`src/rtl/hex_marquee_pkg.sv`:
```
// hex_marquee_pkg
// Shared definitions for the hex_marquee scrolling display driver:
//   CHAR_W          width of one character code
//   CH_*            named character codes
//   S_HOLD / S_RUN  scroll FSM state encodings, state_t their type
//   SEG_OFF         active-low pattern with every segment dark
package hex_marquee_pkg;

    localparam int CHAR_W = 3;

    // Codes 3 and 7 both render blank; CH_BLANK names the one used for reset.
    localparam logic [CHAR_W-1:0] CH_D     = 3'd0;
    localparam logic [CHAR_W-1:0] CH_E     = 3'd1;
    localparam logic [CHAR_W-1:0] CH_1     = 3'd2;
    localparam logic [CHAR_W-1:0] CH_BLANK = 3'd3;
    localparam logic [CHAR_W-1:0] CH_S     = 3'd4;
    localparam logic [CHAR_W-1:0] CH_O     = 3'd5;
    localparam logic [CHAR_W-1:0] CH_C     = 3'd6;

    typedef logic [0:0] state_t;
    localparam state_t S_HOLD = 1'b0;
    localparam state_t S_RUN  = 1'b1;

    localparam logic [6:0] SEG_OFF = 7'h7F;

endpackage

```
`src/rtl/char_to_seg7.sv`:
```
// char_to_seg7
// Combinational 3-bit character code to 7-segment decoder.
// Ports:
//   code  in   CHAR_W  character code (see hex_marquee_pkg)
//   seg   out  7       active-low segments, bit 0 = a ... bit 6 = g
module char_to_seg7
    import hex_marquee_pkg::*;
(
    input  logic [CHAR_W-1:0] code,
    output logic [6:0]        seg
);

    always_comb begin
        seg = SEG_OFF;
        case (code)
            CH_D:    seg = 7'h21;   // b c d e g
            CH_E:    seg = 7'h06;   // a d e f g
            CH_1:    seg = 7'h79;   // b c
            CH_S:    seg = 7'h12;   // a c d f g
            CH_O:    seg = 7'h23;   // c d e g
            CH_C:    seg = 7'h46;   // a d e f
            default: seg = SEG_OFF; // both blank codes
        endcase
    end

endmodule

```
`src/rtl/hex_marquee.sv`:
```
// hex_marquee
// Scrolling-message driver for seven-segment displays. A presettable ring
// of NUM_CHARS character codes is shown through a NUM_HEX-wide window that
// rotates one position every TICK_DIV clocks while running.
// Ports:
//   CLOCK_50  in   1             system clock
//   RESET_N   in   1             asynchronous active-low reset
//   LOAD      in   1             level-sampled preset strobe
//   PRESET    in   NUM_CHARS*3   buffer image, char i = PRESET[3i+2:3i]
//   RUN       in   1             1 = auto-scroll, 0 = hold
//   DIR       in   1             0 = offset increments, 1 = decrements
//   STEP_N    in   1             manual step key, active low (only when
//                                HEX_MARQUEE_STEP_EN is defined)
//   HEX       out  NUM_HEX*7     registered active-low segments per display
//   OFFSET    out  clog2(NUM_CHARS)  current rotation offset
//   TICK      out  1             one-cycle pulse per auto-scroll step
// Build option: define HEX_MARQUEE_STEP_EN to add the STEP_N key, which
// steps the offset once per press while holding.
module hex_marquee
    import hex_marquee_pkg::*;
#(
    parameter  int NUM_CHARS = 8,
    parameter  int NUM_HEX   = 4,
    parameter  int TICK_DIV  = 25_000_000,
    localparam int OFF_W     = (NUM_CHARS > 1) ? $clog2(NUM_CHARS) : 1
) (
    input  logic                        CLOCK_50,
    input  logic                        RESET_N,
    input  logic                        LOAD,
    input  logic [NUM_CHARS*CHAR_W-1:0] PRESET,
    input  logic                        RUN,
    input  logic                        DIR,
`ifdef HEX_MARQUEE_STEP_EN
    input  logic                        STEP_N,
`endif
    output logic [NUM_HEX*7-1:0]        HEX,
    output logic [OFF_W-1:0]            OFFSET,
    output logic                        TICK
);

    localparam int               PS_W    = $clog2(TICK_DIV);
    localparam logic [PS_W-1:0]  PS_MAX  = PS_W'(TICK_DIV - 1);
    localparam logic [OFF_W-1:0] OFF_MAX = OFF_W'(NUM_CHARS - 1);

    state_t               state_reg, state_next;
    logic [PS_W-1:0]      presc_reg, presc_next;
    logic [OFF_W-1:0]     offset_reg, offset_next;
    logic                 tick_reg, tick_next;
    logic [NUM_HEX*7-1:0] hex_reg, hex_next;
    logic [CHAR_W-1:0]    chars_reg [NUM_CHARS];
    logic                 wrap;
    logic                 press;

    // ------------------------------------------------------------------
    // Manual step key: two-flop synchroniser, then a falling-edge detect.
    // A press only counts while holding; running ignores it.
    // ------------------------------------------------------------------
`ifdef HEX_MARQUEE_STEP_EN
    logic sync1_reg, sync2_reg, prev_reg;

    always_ff @(posedge CLOCK_50 or negedge RESET_N) begin
        if (!RESET_N) begin
            sync1_reg <= 1'b1;
            sync2_reg <= 1'b1;
            prev_reg  <= 1'b1;
        end else begin
            sync1_reg <= STEP_N;
            sync2_reg <= sync1_reg;
            prev_reg  <= sync2_reg;
        end
    end

    assign press = prev_reg & ~sync2_reg & (state_reg == S_HOLD);
`else
    assign press = 1'b0;
`endif

    // The prescaler advances only while the FSM is already in RUN, so the
    // first step lands TICK_DIV cycles after the state changes.
    assign wrap = (state_reg == S_RUN) && (presc_reg == PS_MAX);

    always_comb begin
        state_next  = RUN ? S_RUN : S_HOLD;
        presc_next  = presc_reg;
        offset_next = offset_reg;
        tick_next   = 1'b0;

        if (state_reg == S_RUN)
            presc_next = wrap ? '0 : presc_reg + PS_W'(1);

        // LOAD wins over a coincident tick or key press; both are dropped.
        if (LOAD) begin
            presc_next  = '0;
            offset_next = '0;
        end else if (wrap || press) begin
            tick_next = wrap;
            if (DIR)
                offset_next = (offset_reg == '0) ? OFF_MAX : offset_reg - OFF_W'(1);
            else
                offset_next = (offset_reg == OFF_MAX) ? '0 : offset_reg + OFF_W'(1);
        end
    end

    // ------------------------------------------------------------------
    // Character ring: every entry is read in parallel by the display
    // window, so each one is its own register.
    // ------------------------------------------------------------------
    for (genvar gi = 0; gi < NUM_CHARS; gi++) begin : g_chars
        always_ff @(posedge CLOCK_50 or negedge RESET_N) begin
            if (!RESET_N)
                chars_reg[gi] <= CH_BLANK;
            else if (LOAD)
                chars_reg[gi] <= PRESET[gi*CHAR_W +: CHAR_W];
        end
    end

    // ------------------------------------------------------------------
    // Display window: display k shows char (k - offset) mod NUM_CHARS.
    // The modulo is an explicit compare so any NUM_CHARS works; one extra
    // bit keeps k + NUM_CHARS - offset from overflowing.
    // ------------------------------------------------------------------
    for (genvar gi = 0; gi < NUM_HEX; gi++) begin : g_hex
        localparam logic [OFF_W:0] K_IDX = (OFF_W + 1)'(gi);
        localparam logic [OFF_W:0] N_IDX = (OFF_W + 1)'(NUM_CHARS);

        logic [OFF_W:0]    off_ext;
        logic [OFF_W:0]    idx;
        logic [CHAR_W-1:0] code;
        logic [6:0]        seg;

        always_comb begin
            off_ext = {1'b0, offset_reg};
            idx     = (K_IDX >= off_ext) ? (K_IDX - off_ext)
                                         : (K_IDX + N_IDX - off_ext);
            code    = chars_reg[idx[OFF_W-1:0]];
        end

        char_to_seg7 u_dec (
            .code (code),
            .seg  (seg)
        );

        assign hex_next[gi*7 +: 7] = seg;
    end

    always_ff @(posedge CLOCK_50 or negedge RESET_N) begin
        if (!RESET_N) begin
            state_reg  <= S_HOLD;
            presc_reg  <= '0;
            offset_reg <= '0;
            tick_reg   <= 1'b0;
            hex_reg    <= {NUM_HEX{SEG_OFF}};
        end else begin
            state_reg  <= state_next;
            presc_reg  <= presc_next;
            offset_reg <= offset_next;
            tick_reg   <= tick_next;
            hex_reg    <= hex_next;
        end
    end

    assign HEX    = hex_reg;
    assign OFFSET = offset_reg;
    assign TICK   = tick_reg;

endmodule
```
`config.mk`:
```
export PLATFORM = sky130hd
export DESIGN_NAME = hex_marquee
export DESIGN_NICKNAME = d
export VERILOG_FILES = /design/src/rtl/hex_marquee_pkg.sv /design/src/rtl/char_to_seg7.sv /design/src/rtl/hex_marquee.sv
export SDC_FILE = /design/constraint.sdc
export NUM_CORES = 1
export LEC_CHECK = 0
export CAP_MARGIN = 20
export CORE_ASPECT_RATIO = 0.75
export CORE_UTILIZATION = 59
export DETAILED_ROUTE_END_ITERATION = 16
export PLACE_DENSITY = 0.89
export SLEW_MARGIN = 20
export SYNTH_ARGS = -nofsm -noshare
export SYNTH_HDL_FRONTEND = slang
export SYNTH_SLANG_ARGS = --single-unit
```
`constraint.sdc`:
```
create_clock -name CLOCK_50 -period 6.8 [get_ports CLOCK_50]
set_input_delay 2.04 -clock CLOCK_50 [delete_from_list [all_inputs] [get_ports CLOCK_50]]
set_output_delay 2.04 -clock CLOCK_50 [all_outputs]
set_load 0.01 [all_outputs]
```
==> results.json, run 1 <==
{
  "num-fill-cells": 452,
  "initial_core_util_pct": 61.3,
  "numCtsBuffers": 9,
  "regArea_um2": 2000,
  "synth_compound_area_share_pct": 7.05,
  "finalSetupViolations": 0,
  "worst_pin_slew_ps": 1010,
  "cts_buffer_depth": 2,
  "hold_viol": 0,
  "cp.arrival_ps": 2070,
  "die_height_um": 75.1,
  "postCtsSetupBuffers": 0,
  "max-slew-margin-rel_pct": 32.6,
  "synth_top_family_by_area": "multiplexers",
  "diodes": 0,
  "synth_area_per_cell_um2": 11.7,
  "synth_cell_types": 45,
  "hpwlAfterDp_um": 6500,
  "synth-adder-area-share_pct": 1.79,
  "die_w_um": 99.5,
  "ys_warn_count": 0,
  "grt_usage_pct": 27.0,
  "p_leak_nw": 1.87,
  "cts_tree": "yes",
  "crit_path_end_kind": "output port",
  "crit_buf_inv": 1,
  "critPathKind": "register to output port",
  "root_buffer": "clkbuf_8",
  "muxShareOfSynthArea_pct": 20.2,
  "p_per_area_nw_per_um2": 216,
  "tns_ps": 0,
  "syn_inst": 359,
  "wl_um": 9480,
  "synthTopCellsByArea": "dfstp_2, dfrtp_1, mux4_2, mux2_2, mux2i_1",
  "postCtsResizedCells": 0,
  "area_delta_synth_final_pct": 19.3,
  "start_kind": "register",
  "critical_path.max_fanout": 21,
  "status": "completed",
  "port_buffers": 60,
  "drc": 0,
  "yosys.area.top_type_share_pct": 25.0,
  "synth.yosys.seq_area_share_pct": 47.6,
  "dieArea_um2": 7470,
  "grt_max_degree": 79,
  "ys.flop_type": "dfstp_2",
  "htreeDepth": 3,
  "multi_input_area_um2": 2000,
  "ys_ff_latch": 78,
  "skew_ps": 9.21,
  "min_period_ps": 4110,
  "drt-wirelength-per-cell_um": 18.5,
  "crit_chain": "clkdlybuf4s50_1",
  "peakVddDrop_v": 0.000125,
  "largest_reg_flops": 25,
  "drive_gt1_share_pct": 25.3,
  "nets": 445,
  "dr.pass1.iters": 5,
  "antenna_found_initial": 0,
  "design.core.area_um2": 6860,
  "cts_num_sinks": 78,
  "slew_viol_final": 0,
  "vias": 3208,
  "grt_overflow": 0,
  "synth-xor-area-share_pct": 3.33,
  "grt_pass1_vias": 3073,
  "synth_top_cell_by_area": "dfstp_2",
  "routed_via_density": 6.25,
  "crit_family": "flip-flops",
  "synthArstFlopShare_pct": 100,
  "maxCapViolCount": 0,
  "synth-simple-area-share_pct": 15.3,
  "power_mw": 1.08,
  "grt_first_pass_wirelength_um": 15200,
  "holdBufCountCts": 0,
  "clk_pin_slew_worst_paths_ps": 80,
  "syn-num-nets": 394,
  "fmax_mhz": 243,
  "pin_count": 61,
  "fp-row-count": 26,
  "rsz0062_at_grt": "false",
  "hold_class": "register to register",
  "synthTopCellsByCount": "dfstp_2, dfrtp_1, mux2_2",
  "synth.most_common_cell": "dfstp_2",
  "clk_latency_ps": 350,
  "place_congestion": 0.849,
  "synth_edf_count": 0,
  "cp_data_required_time_ps": 4760,
  "antenna_left": 0,
  "slowest_stage": "dfrtp_1",
  "syn_area_um2": 4210,
  "first_iter_violations": 319,
  "min_period_over_period_pct": 60.5,
  "cpPeakStageDelay_ps": 1010
}
[cell usage in the layout, fill, tap and decap left out, drive strengths merged, types with 2 or more instances in the layout]
cell / instances
nor4: 6
and3: 6
o31ai: 7
xor2: 5
and4: 4
nand2b: 3
clkdlybuf4s50: 59
dfstp: 40
dfrtp: 38
nand4: 16
or4: 8
ha: 6
o21ai: 9
nor3: 7
or3: 6
and2: 4
mux2i: 15
o21bai: 2
nand2: 12
buf: 4
o2111ai: 2
a21oi: 21
inv: 17
mux2: 26
nor2b: 8
xnor2: 11
nor2: 21
mux4: 18
clkbuf: 13
nand3: 9
[where the power goes]
| part | switching, mW | internal, mW | leakage, nW |
|---|---|---|---|
| clock network | 0.161 | 0.202 | 0.109 |
| registers | 0.0267 | 0.523 | 0.927 |
| logic | 0.0730 | 0.0982 | 0.832 |
[area by class of cell]
cell class / instances / area share, %
Clock inverter: 3 / 0.823
Multi-Input combinational cell: 242 / 39.9
Sequential cell: 78 / 39.9
Timing Repair Buffer: 63 / 12.3
Tap cell: 98 / 2.44
Clock buffer: 13 / 3.39
Inverter: 16 / 1.20
[stage by stage]
| stage | util [%] | std cells | hold slack [ps] | setup WS, ps | cell area [µm²] |
|---|---|---|---|---|---|
| 2_1_floorplan | - | 359 | 510 | 3840 | 4210 |
| 3_3_place_gp | 70.0 | 497 | 538 | 3020 | 4810 |
| 3_5_place_dp | 70.0 | 497 | 571 | 2930 | 4810 |
| 4_1_cts | 73.1 | 513 | 590 | 2650 | 5020 |
| 5_1_grt | 73.1 | 513 | 615 | 2530 | 5020 |
| 6_report | 73.1 | 513 | 588 | 2690 | 5020 |
[kinds of logic (layout without fill, tap and decap cells)]
logic type                 Yosys count  in the layout
AOI/OAI and AO/OA                   48             48
xor gates and xnor gates            16             16
adders and majority gates            6              6
buffers and inverters               39             95
DFF                                 78             78
muxes                               59             59
and+or+nand+nor                    113            113
[metal layers]
| metal | GRT usage [%] | wire, µm | vias to the layer above |
|---|---|---|---|
| li1 | - | - | 1432 |
| met1 | 37.2 | 4080 | 1556 |
| met2 | 41.7 | 4380 | 189 |
| met3 | 7.06 | 767 | 31 |
| met4 | 10.5 | 251 | 0 |
| met5 | 0 | 0 | - |
[worst paths after layout]
| path | from | end | slack [ps] | cells after the start |
|---|---|---|---|---|
| worst max-delay path | OFFSET[0] | OFFSET[0] | 2690 | 1 |
| worst min-delay path | presc_reg[18] | presc_reg[18] | 590 | 2 |
| worst max register to register | OFFSET[0] | HEX[4] | 3570 | 7 |
| worst min register to register | presc_reg[18] | presc_reg[18] | 590 | 2 |
| max in group asynchronous | RESET_N | presc_reg[24] | 4270 | 2 |
| min in group asynchronous | RESET_N | presc_reg[21] | 1930 | 2 |
(Power assumes the default switching activity.)
==> run 2: changes to the inputs <==
Settings changed: CORE_UTILIZATION 59 to 55, PLACE_DENSITY 0.89 to 0.84.
Clock period 6.8 ns to 3.9 ns, I/O delays scaled along.
==> run 2 against run 1 <==
Net effect: total power rose by 75%; critical path depth did not move; routed wire length fell by 7.6%; critical path type unchanged; clock-buffer cell count fell by 2; register-to-register slack got worse by 2300 ps; global-route usage fell by 3.1 points; clock power rose by 79%; worst hold slack got worse by 23 ps; sequential share of layout area fell by 0.27 points; sequential power rose by 74%.
==> results.json, run 2 (synthesis gave the netlist of run 1 again) <==
{
  "diodes": 0,
  "status": "completed",
  "layout_common_cells": "clkdlybuf4s50_1, dfstp_2, dfrtp_1",
  "grt_usage_pct": 23.9,
  "final_common_cell": "clkdlybuf4s50_1",
  "power.switching_mw": 0.480,
  "p_leak_nw": 1.89,
  "design.core.area_um2": 7360,
  "first_iter_violations": 257,
  "dp_cells": 502,
  "tns_ps": 0,
  "vias": 3082,
  "combPwrFrac_pct": 15.7,
  "crit_path_end_kind": "output port",
  "cts_buffer_depth": 2,
  "p_seq_share_pct": 50.3,
  "grt_pass1_vias": 2913,
  "dieArea_um2": 8000,
  "grt_overflow": 0,
  "cp_data_required_time_ps": 2730,
  "die_height_um": 77.7,
  "power_mw": 1.90,
  "holdBufCountCts": 0,
  "wl_um": 8760,
  "htreeDepth": 3,
  "hold_class": "register to register",
  "num-fill-cells": 543,
  "dr.pass1.iters": 5,
  "finalNonFillerCells": 518,
  "crit_buf_inv": 1,
  "numCtsBuffers": 9,
  "area_delta_synth_final_pct": 20.1,
  "nets": 447,
  "maxCapViolCount": 0,
  "drt-wirelength-per-cell_um": 16.9,
  "initial_core_util_pct": 57.1,
  "drive_gt1_share_pct": 26.1,
  "clk_pin_slew_worst_paths_ps": 80,
  "pin_count": 61,
  "max-slew-margin-rel_pct": 42.5,
  "place_congestion": 0.863,
  "critical_path.max_fanout": 10,
  "min_period_ps": 2790,
  "peakVddDrop_v": 0.000314,
  "clockPowerShare_pct": 34.1,
  "slowest_stage": "clkdlybuf4s50_1",
  "crit_family": "buffers and inverters",
  "clk_latency_ps": 350,
  "cts_tree": "yes",
  "hpwlAfterDp_um": 6320,
  "root_buffer": "clkbuf_8",
  "switching_share_pct": 25.3,
  "skew_ps": 7.39,
  "die_w_um": 103,
  "hold_viol": 0,
  "crit_chain": "clkdlybuf4s50_1",
  "p_int_mw": 1.42,
  "largest_reg_flops": 25,
  "postCtsResizedCells": 0,
  "cp.arrival_ps": 1620,
  "grt_first_pass_wirelength_um": 14400,
  "worst_pin_slew_ps": 863,
  "postCtsSetupBuffers": 0,
  "antenna_left": 0,
  "antenna_found_initial": 0,
  "finalSetupViolations": 0,
  "p_per_area_nw_per_um2": 376,
  "r2r_setup_slack_ps": 1300,
  "slew_viol_final": 0,
  "grt_max_degree": 42,
  "routed_via_density": 5.95,
  "rsz0062_at_grt": "false",
  "port_buffers": 60,
  "start_kind": "register",
  "cpPeakStageDelay_ps": 640,
  "fmax_mhz": 358,
  "drc": 0,
  "critPathKind": "register to output port",
  "min_period_over_period_pct": 71.5,
  "cts_num_sinks": 78,
  "fp-row-count": 27
}
[run 2: metal layers]
metal / part of all wire [%] / up-vias / wire [µm] / track usage (%)
li1: - / 1435 / - / -
met1: 46 / 1503 / 3990 / 35.6
met2: 46 / 131 / 4000 / 35.1
met3: 7.3 / 13 / 637 / 5.41
met4: 1.5 / 0 / 130 / 6.90
met5: 0 / - / 0 / 0
[run 2: area by class of cell]
class	count	area, µm²	area share [%]
Sequential cell	78	2000	39.6
Timing Repair Buffer	65	646	12.8
Tap cell	101	126	2.50
Clock buffer	11	151	3.00
Inverter	16	60.1	1.19
Multi-Input combinational cell	242	2000	39.7
Clock inverter	5	62.6	1.24
[run 2: worst paths after layout]
path	from	to	cells past startpoint
max in group asynchronous	RESET_N	HEX[16]	2
hold reg to reg	chars_reg[11]	chars_reg[11]	1
min in group asynchronous	RESET_N	chars_reg[5]	1
setup / recovery	OFFSET[1]	OFFSET[1]	1
setup reg to reg	OFFSET[1]	HEX[5]	7
hold / removal	chars_reg[11]	chars_reg[11]	1
[run 2: metrics by stage]
step	cell area (µm²)	utilization, %	setup slack (ps)	hold WS (ps)
after floorplan	4210	-	1380	510
final	5050	68.6	1110	565
after global routing	5050	68.6	1100	594
after CTS	5050	68.6	1120	564
after global placement	4840	65.7	1280	525
after detailed placement	4840	65.7	1250	545
[run 2: power groups by stage]
stage          Clock, mW  Combinational [mW]  Sequential (mW)
6_report           0.648               0.298            0.956
3_3_place_gp           0               0.290            0.965
2_1_floorplan          0               0.136            0.976
4_1_cts            0.654               0.300            0.956
5_1_grt            0.690               0.324            0.965
3_5_place_dp           0               0.299            0.971
==> run 3: changes to the inputs <==
Settings changed: CORE_UTILIZATION 55 to 49, PLACE_DENSITY 0.84 to 0.79.
Clock period 3.9 ns to 2.4 ns, I/O delays scaled along.
==> run 3 against run 2 <==
Net effect: critical path depth is 4 higher; routed wire length is 3.9% higher; via count is 3.7% higher; sequential cell count stayed put; total power is 75% higher; cell count is 3.3% higher; clock-buffer cell count stayed put; core utilization is 4.0 points lower; combinational power is 65% higher; design area is 3.5% higher; clock power is 99% higher; global-route usage is 1.7 points lower; critical path type is now register to register; largest cell class unchanged; highest routed layer unchanged.
==> results.json, run 3 (synthesis gave the netlist of run 1 again) <==
{
  "critPathKind": "register to register",
  "reg2reg_to": "HEX[9]",
  "fin_hold_ws_ps": 414,
  "layout_common_cells": "clkdlybuf4s50_1, dfstp_2, dfrtp_1",
  "slowest_stage": "mux4_2",
  "finalSetupViolations": 0,
  "crit_path_end_kind": "register",
  "place_congestion": 0.878,
  "cpPeakStageDelay_ps": 540,
  "cts_buffer_depth": 2,
  "worstRegToRegCells": 5,
  "critical_path.max_fanout": 18,
  "area_delta_synth_final_pct": 24.3,
  "routed_via_density": 5.98,
  "power_mw": 3.34,
  "fmax_mhz": 464,
  "grt_first_pass_wirelength_um": 14800,
  "pin_count": 61,
  "crit_chain": "buf_4, mux4_2, mux2i_1, nor2b_1, o21bai_1",
  "diodes": 0,
  "postCtsResizedCells": 0,
  "drt-wirelength-per-cell_um": 17.0,
  "slew_viol_final": 0,
  "grt_usage_pct": 22.2,
  "initial_core_util_pct": 52.0,
  "num-fill-cells": 606,
  "wl_um": 9100,
  "rsz0062_at_grt": "false",
  "cts_tree": "yes",
  "peakVddDrop_v": 0.000372,
  "postCtsSetupBuffers": 0,
  "antenna_left": 0,
  "grt_max_degree": 79,
  "hold_class": "primary input to async pin",
  "hpwlAfterDp_um": 6610,
  "p_leak_nw": 1.98,
  "clk_pin_slew_worst_paths_ps": 60,
  "cp_data_required_time_ps": 2660,
  "final_common_cell": "clkdlybuf4s50_1",
  "max-slew-margin-rel_pct": 63.3,
  "final_util_pct": 64.6,
  "min_period_over_period_pct": 89.8,
  "drive_gt1_share_pct": 28.1,
  "port_buffers": 60,
  "antenna_found_initial": 0,
  "status": "completed",
  "vias": 3197,
  "r2r_start": "OFFSET[0]",
  "tns_ps": 0,
  "htreeDepth": 3,
  "start_kind": "register",
  "nets": 460,
  "skew_ps": 5.36,
  "r2r_setup_slack_ps": 240,
  "largest_reg_flops": 25,
  "dieArea_um2": 8960,
  "dp_worst_setup_slack_ps": 170,
  "die_height_um": 82.2,
  "maxCapViolCount": 0,
  "worst_pin_slew_ps": 544,
  "first_iter_violations": 239,
  "holdBufCountCts": 0,
  "p_per_area_nw_per_um2": 638,
  "fp-row-count": 28,
  "numCtsBuffers": 9,
  "drc": 0,
  "hold_viol": 0,
  "grt_overflow": 0,
  "die_w_um": 109,
  "design.core.area_um2": 8090,
  "regArea_um2": 2000,
  "grt_pass1_vias": 2834,
  "dr.pass1.iters": 6,
  "cts_num_sinks": 78,
  "clk_latency_ps": 330,
  "multi_input_area_um2": 2000,
  "cp.arrival_ps": 2410,
  "root_buffer": "clkbuf_16",
  "worst_slack_ps": 245,
  "min_period_ps": 2160
}
-- run 3: cell count changes in the layout (fill, tap and decap cells not counted) --
cell        previous run  this run
buf_4                  4        17
bufinv_16              1         0
clkbuf_1               0         1
clkbuf_16              0        10
clkbuf_8              11         0
clkinv_2               0         2
clkinv_4               0         1
clkinvlp_4             0         1
inv_6                  3         0
-- run 3: worst max-delay path: cells and delay by family (launching register included) --
| family | cells | cell delay [ps] |
|---|---|---|
| AOI/OAI and AO/OA | 1 | 130 |
| buffers and inverters | 1 | 320 |
| DFF | 1 | 420 |
| muxes | 2 | 960 |
| and+or+nand+nor | 1 | 230 |
-- run 3: worst max path at each step --
| stage | from | to | slack (ps) | depth (start not counted) |
|---|---|---|---|---|
| 6_report | OFFSET[0] | HEX[9] | 240 | 5 |
| 4_1_cts | OFFSET[2] | OFFSET[2] | 230 | 2 |
| 2_1_floorplan | OFFSET[0] | HEX[4] | 30 | 8 |
| 3_3_place_gp | LOAD | presc_reg[23] | 210 | 4 |
| 5_1_grt | OFFSET[1] | HEX[4] | 130 | 6 |
| 3_5_place_dp | LOAD | presc_reg[19] | 170 | 4 |
-- run 3: cell type report --
class,count,share of cell area [%]
Multi-Input combinational cell,242,38.3
Sequential cell,78,38.3
Timing Repair Buffer,78,14.2
Clock buffer,11,4.86
Tap cell,105,2.51
Inverter,16,1.15
Clock inverter,5,0.622
-- run 3: routing by layer --
layer	global-route usage, %	vias to the layer above	wire length [µm]
li1	-	1473	-
met2	31.5	142	4050
met5	0	-	0
met4	7.03	0	142
met1	33.1	1561	4310
met3	5.89	21	597
-- run 3: per-stage QoR --
stage / std cells / instance area, µm²
floorplan: 359 / 4210
global placement: 519 / 4940
detailed placement: 519 / 4940
CTS: 535 / 5230
global route: 535 / 5230
finish: 535 / 5230
-- run 3: power by group --
part           internal [mW]  total (mW)  switching, mW
combinational          0.286       0.493          0.207
sequential              1.48        1.55         0.0712
clock                  0.761        1.29          0.527
==> edit, RTL diff (flow settings as in run 3) <==
Add an input register stage for `LOAD`, `RUN` and `DIR`; this delays them by one clock.
--- a/src/rtl/hex_marquee.sv
+++ b/src/rtl/hex_marquee.sv
@@ -43,4 +43,14 @@
     localparam logic [OFF_W-1:0] OFF_MAX = OFF_W'(NUM_CHARS - 1);
 
+    logic LOAD_q;
+    logic RUN_q;
+    logic DIR_q;
+
+    always_ff @(posedge CLOCK_50) begin
+        LOAD_q <= LOAD;
+        RUN_q  <= RUN;
+        DIR_q  <= DIR;
+    end
+
     state_t               state_reg, state_next;
     logic [PS_W-1:0]      presc_reg, presc_next;
@@ -81,5 +91,5 @@
 
     always_comb begin
-        state_next  = RUN ? S_RUN : S_HOLD;
+        state_next  = RUN_q ? S_RUN : S_HOLD;
         presc_next  = presc_reg;
         offset_next = offset_reg;
@@ -90,10 +100,10 @@
 
         // LOAD wins over a coincident tick or key press; both are dropped.
-        if (LOAD) begin
+        if (LOAD_q) begin
             presc_next  = '0;
             offset_next = '0;
         end else if (wrap || press) begin
             tick_next = wrap;
-            if (DIR)
+            if (DIR_q)
                 offset_next = (offset_reg == '0) ? OFF_MAX : offset_reg - OFF_W'(1);
             else
@@ -110,5 +120,5 @@
             if (!RESET_N)
                 chars_reg[gi] <= CH_BLANK;
-            else if (LOAD)
+            else if (LOAD_q)
                 chars_reg[gi] <= PRESET[gi*CHAR_W +: CHAR_W];
         end
Formal check against the unedited RTL: not equivalent (a bounded check fails within 4 cycles, from zero or initial values and one cycle with RESET_N low).
==> edit against run 3 <==
  * Sequential cell count increased by 3
  * Combinational power fell by 4%
  * Total power grew 7.2%
  * Setup slack worse by 180 ps
  * Routed wire length grew 5.8%
  * Die area increased by 1.4%
  * Final area up 1.3%
  * Area after synthesis rose by 1.4%
  * Core utilization shrank 2.0 points
  * Largest cell class is now sequential cells
  * Sequential share of layout area is 0.65 points higher
  * First-iteration DRC count shrank 18%
==> edit: results (changes against run 3) <==
CTS buffer count=9 (unchanged); postcts setup bufs=0 (unchanged); # diodes=0 (unchanged); slowest stage cell, crit path=clkdlybuf4s50_1; Iter 0 DRT Violations=197 (-18%); First-pass DRT Iterations=5 (-1); vias in the first global route=3056 (+7.8%); GPL Wtd Cong=0.972 (+11%); Yosys warning count=0 (unchanged); Netlist cell types=46 (+2.2%); top_reg_cell synth=dfstp_2; clk root buf=clkbuf_16; critical path peak fanout=15 (-3); Synth top cells by count=40 x dfstp_2, 38 x dfrtp_1, 26 x mux2_2; skew final=7.62 ps (+2.26 ps); Net Count, Synth=397 (+0.76%); Pleak=2.00 nW (+0.95%); Synth async-reset ratio=96.3% (-3.7 points); Largest register FFs=25 (unchanged); initial antenna violation count=0 (unchanged); Placed Area=4960 um^2 (+0.48%); Peak VDD IR=0.000448 V (+21%); largest net degree at the start of global routing=79 (unchanged); CTS max path bufs=2 (unchanged); WP data arrival=1610 ps (-800 ps); synth top area cells=dfstp_2 25%, dfrtp_1 22%, mux4_2 9.5%, mux2_2 6.9%, mux2i_1 3.5%; H-tree depth=3 (unchanged); share of cells above drive strength 1=27.2% (-0.91 points); slowest stage delay, CP=590 ps (+50 ps); CP delay by family, top=buffers and inverters; gr usage total=23.2% (+0.93 points); Worst-path clk slew=70 ps; status=finished clean; filler instances=649 (+7.1%); Nets=456 (-0.87%); global-route wire length before repair=15.9 mm (+7.0%); post_cts resized=0 (unchanged); Buffers on Ports=60 (unchanged); register area share after synthesis=48.3% (+0.74 points); HPWL Detailed=6.87 mm (+3.9%); worst skew pair latency=350 ps (+20 ps); Worst Hold Class=register to register; Avg WL per Cell=18.0 um (+6.0%); drt via density=6.06 (+1.5%); Rel. slew slack=65.8% (+2.5 points)
-- edit: kinds of logic (layout without fill, tap and decap cells) --
kind of cell / Yosys count / after routing / share of synthesized area [%]
AOI/OAI and AO/OA: 48 / 48 / 6.95
xor gates and xnor gates: 16 / 16 / 3.29
adders and majority gates: 6 / 6 / 1.76
buffers and inverters: 39 / 103 / 4.69
DFF: 81 / 81 / 48.3
muxes: 59 / 59 / 19.9
and+or+nand+nor: 113 / 113 / 15.1
-- edit: area by class of cell --
cell class / instances / area, um^2 / area share, %
clock buffer: 10 / 250 / 4.73
clock inverter: 6 / 76.3 / 1.44
timing repair buffer: 71 / 703 / 13.3
multi-input combinational: 242 / 2010 / 37.9
sequential: 81 / 2060 / 39.0
tap: 108 / 135 / 2.55
inverter: 16 / 60.1 / 1.13
-- edit: metal layers --
layer	track usage (%)	part of all wire, %
met4	6.67	1.4
met2	32.0	44
met3	5.97	8.2
met1	35.9	47
met5	0	0
-- edit: where the power goes --
part	internal (W)	switching [W]	total, W
clock network	0.000891	0.000601	0.00149
registers	0.00153	0.0000799	0.00161
logic	0.000275	0.000199	0.000474
-- edit: worst paths after layout --
path	end	slack [ps]	from	depth (start not counted)
worst max-delay path	OFFSET[0]	70	OFFSET[0]	2
worst min-delay path	state_reg	330	RUN_q	0
worst max register to register	HEX[18]	250	OFFSET[1]	5
worst min register to register	state_reg	330	RUN_q	0
max in group asynchronous	chars_reg[0]	1660	RESET_N	2
min in group asynchronous	presc_reg[8]	420	RESET_N	2
-- edit: stage by stage --
step / util, % / setup slack (ps) / std cells
2_1_floorplan: - / 31.8 / 362
3_3_place_gp: 58.7 / 347 / 518
3_5_place_dp: 58.7 / 282 / 518
4_1_cts: 62.6 / 61.2 / 534
5_1_grt: 62.6 / 5.05 / 534
6_report: 62.6 / 66.6 / 534
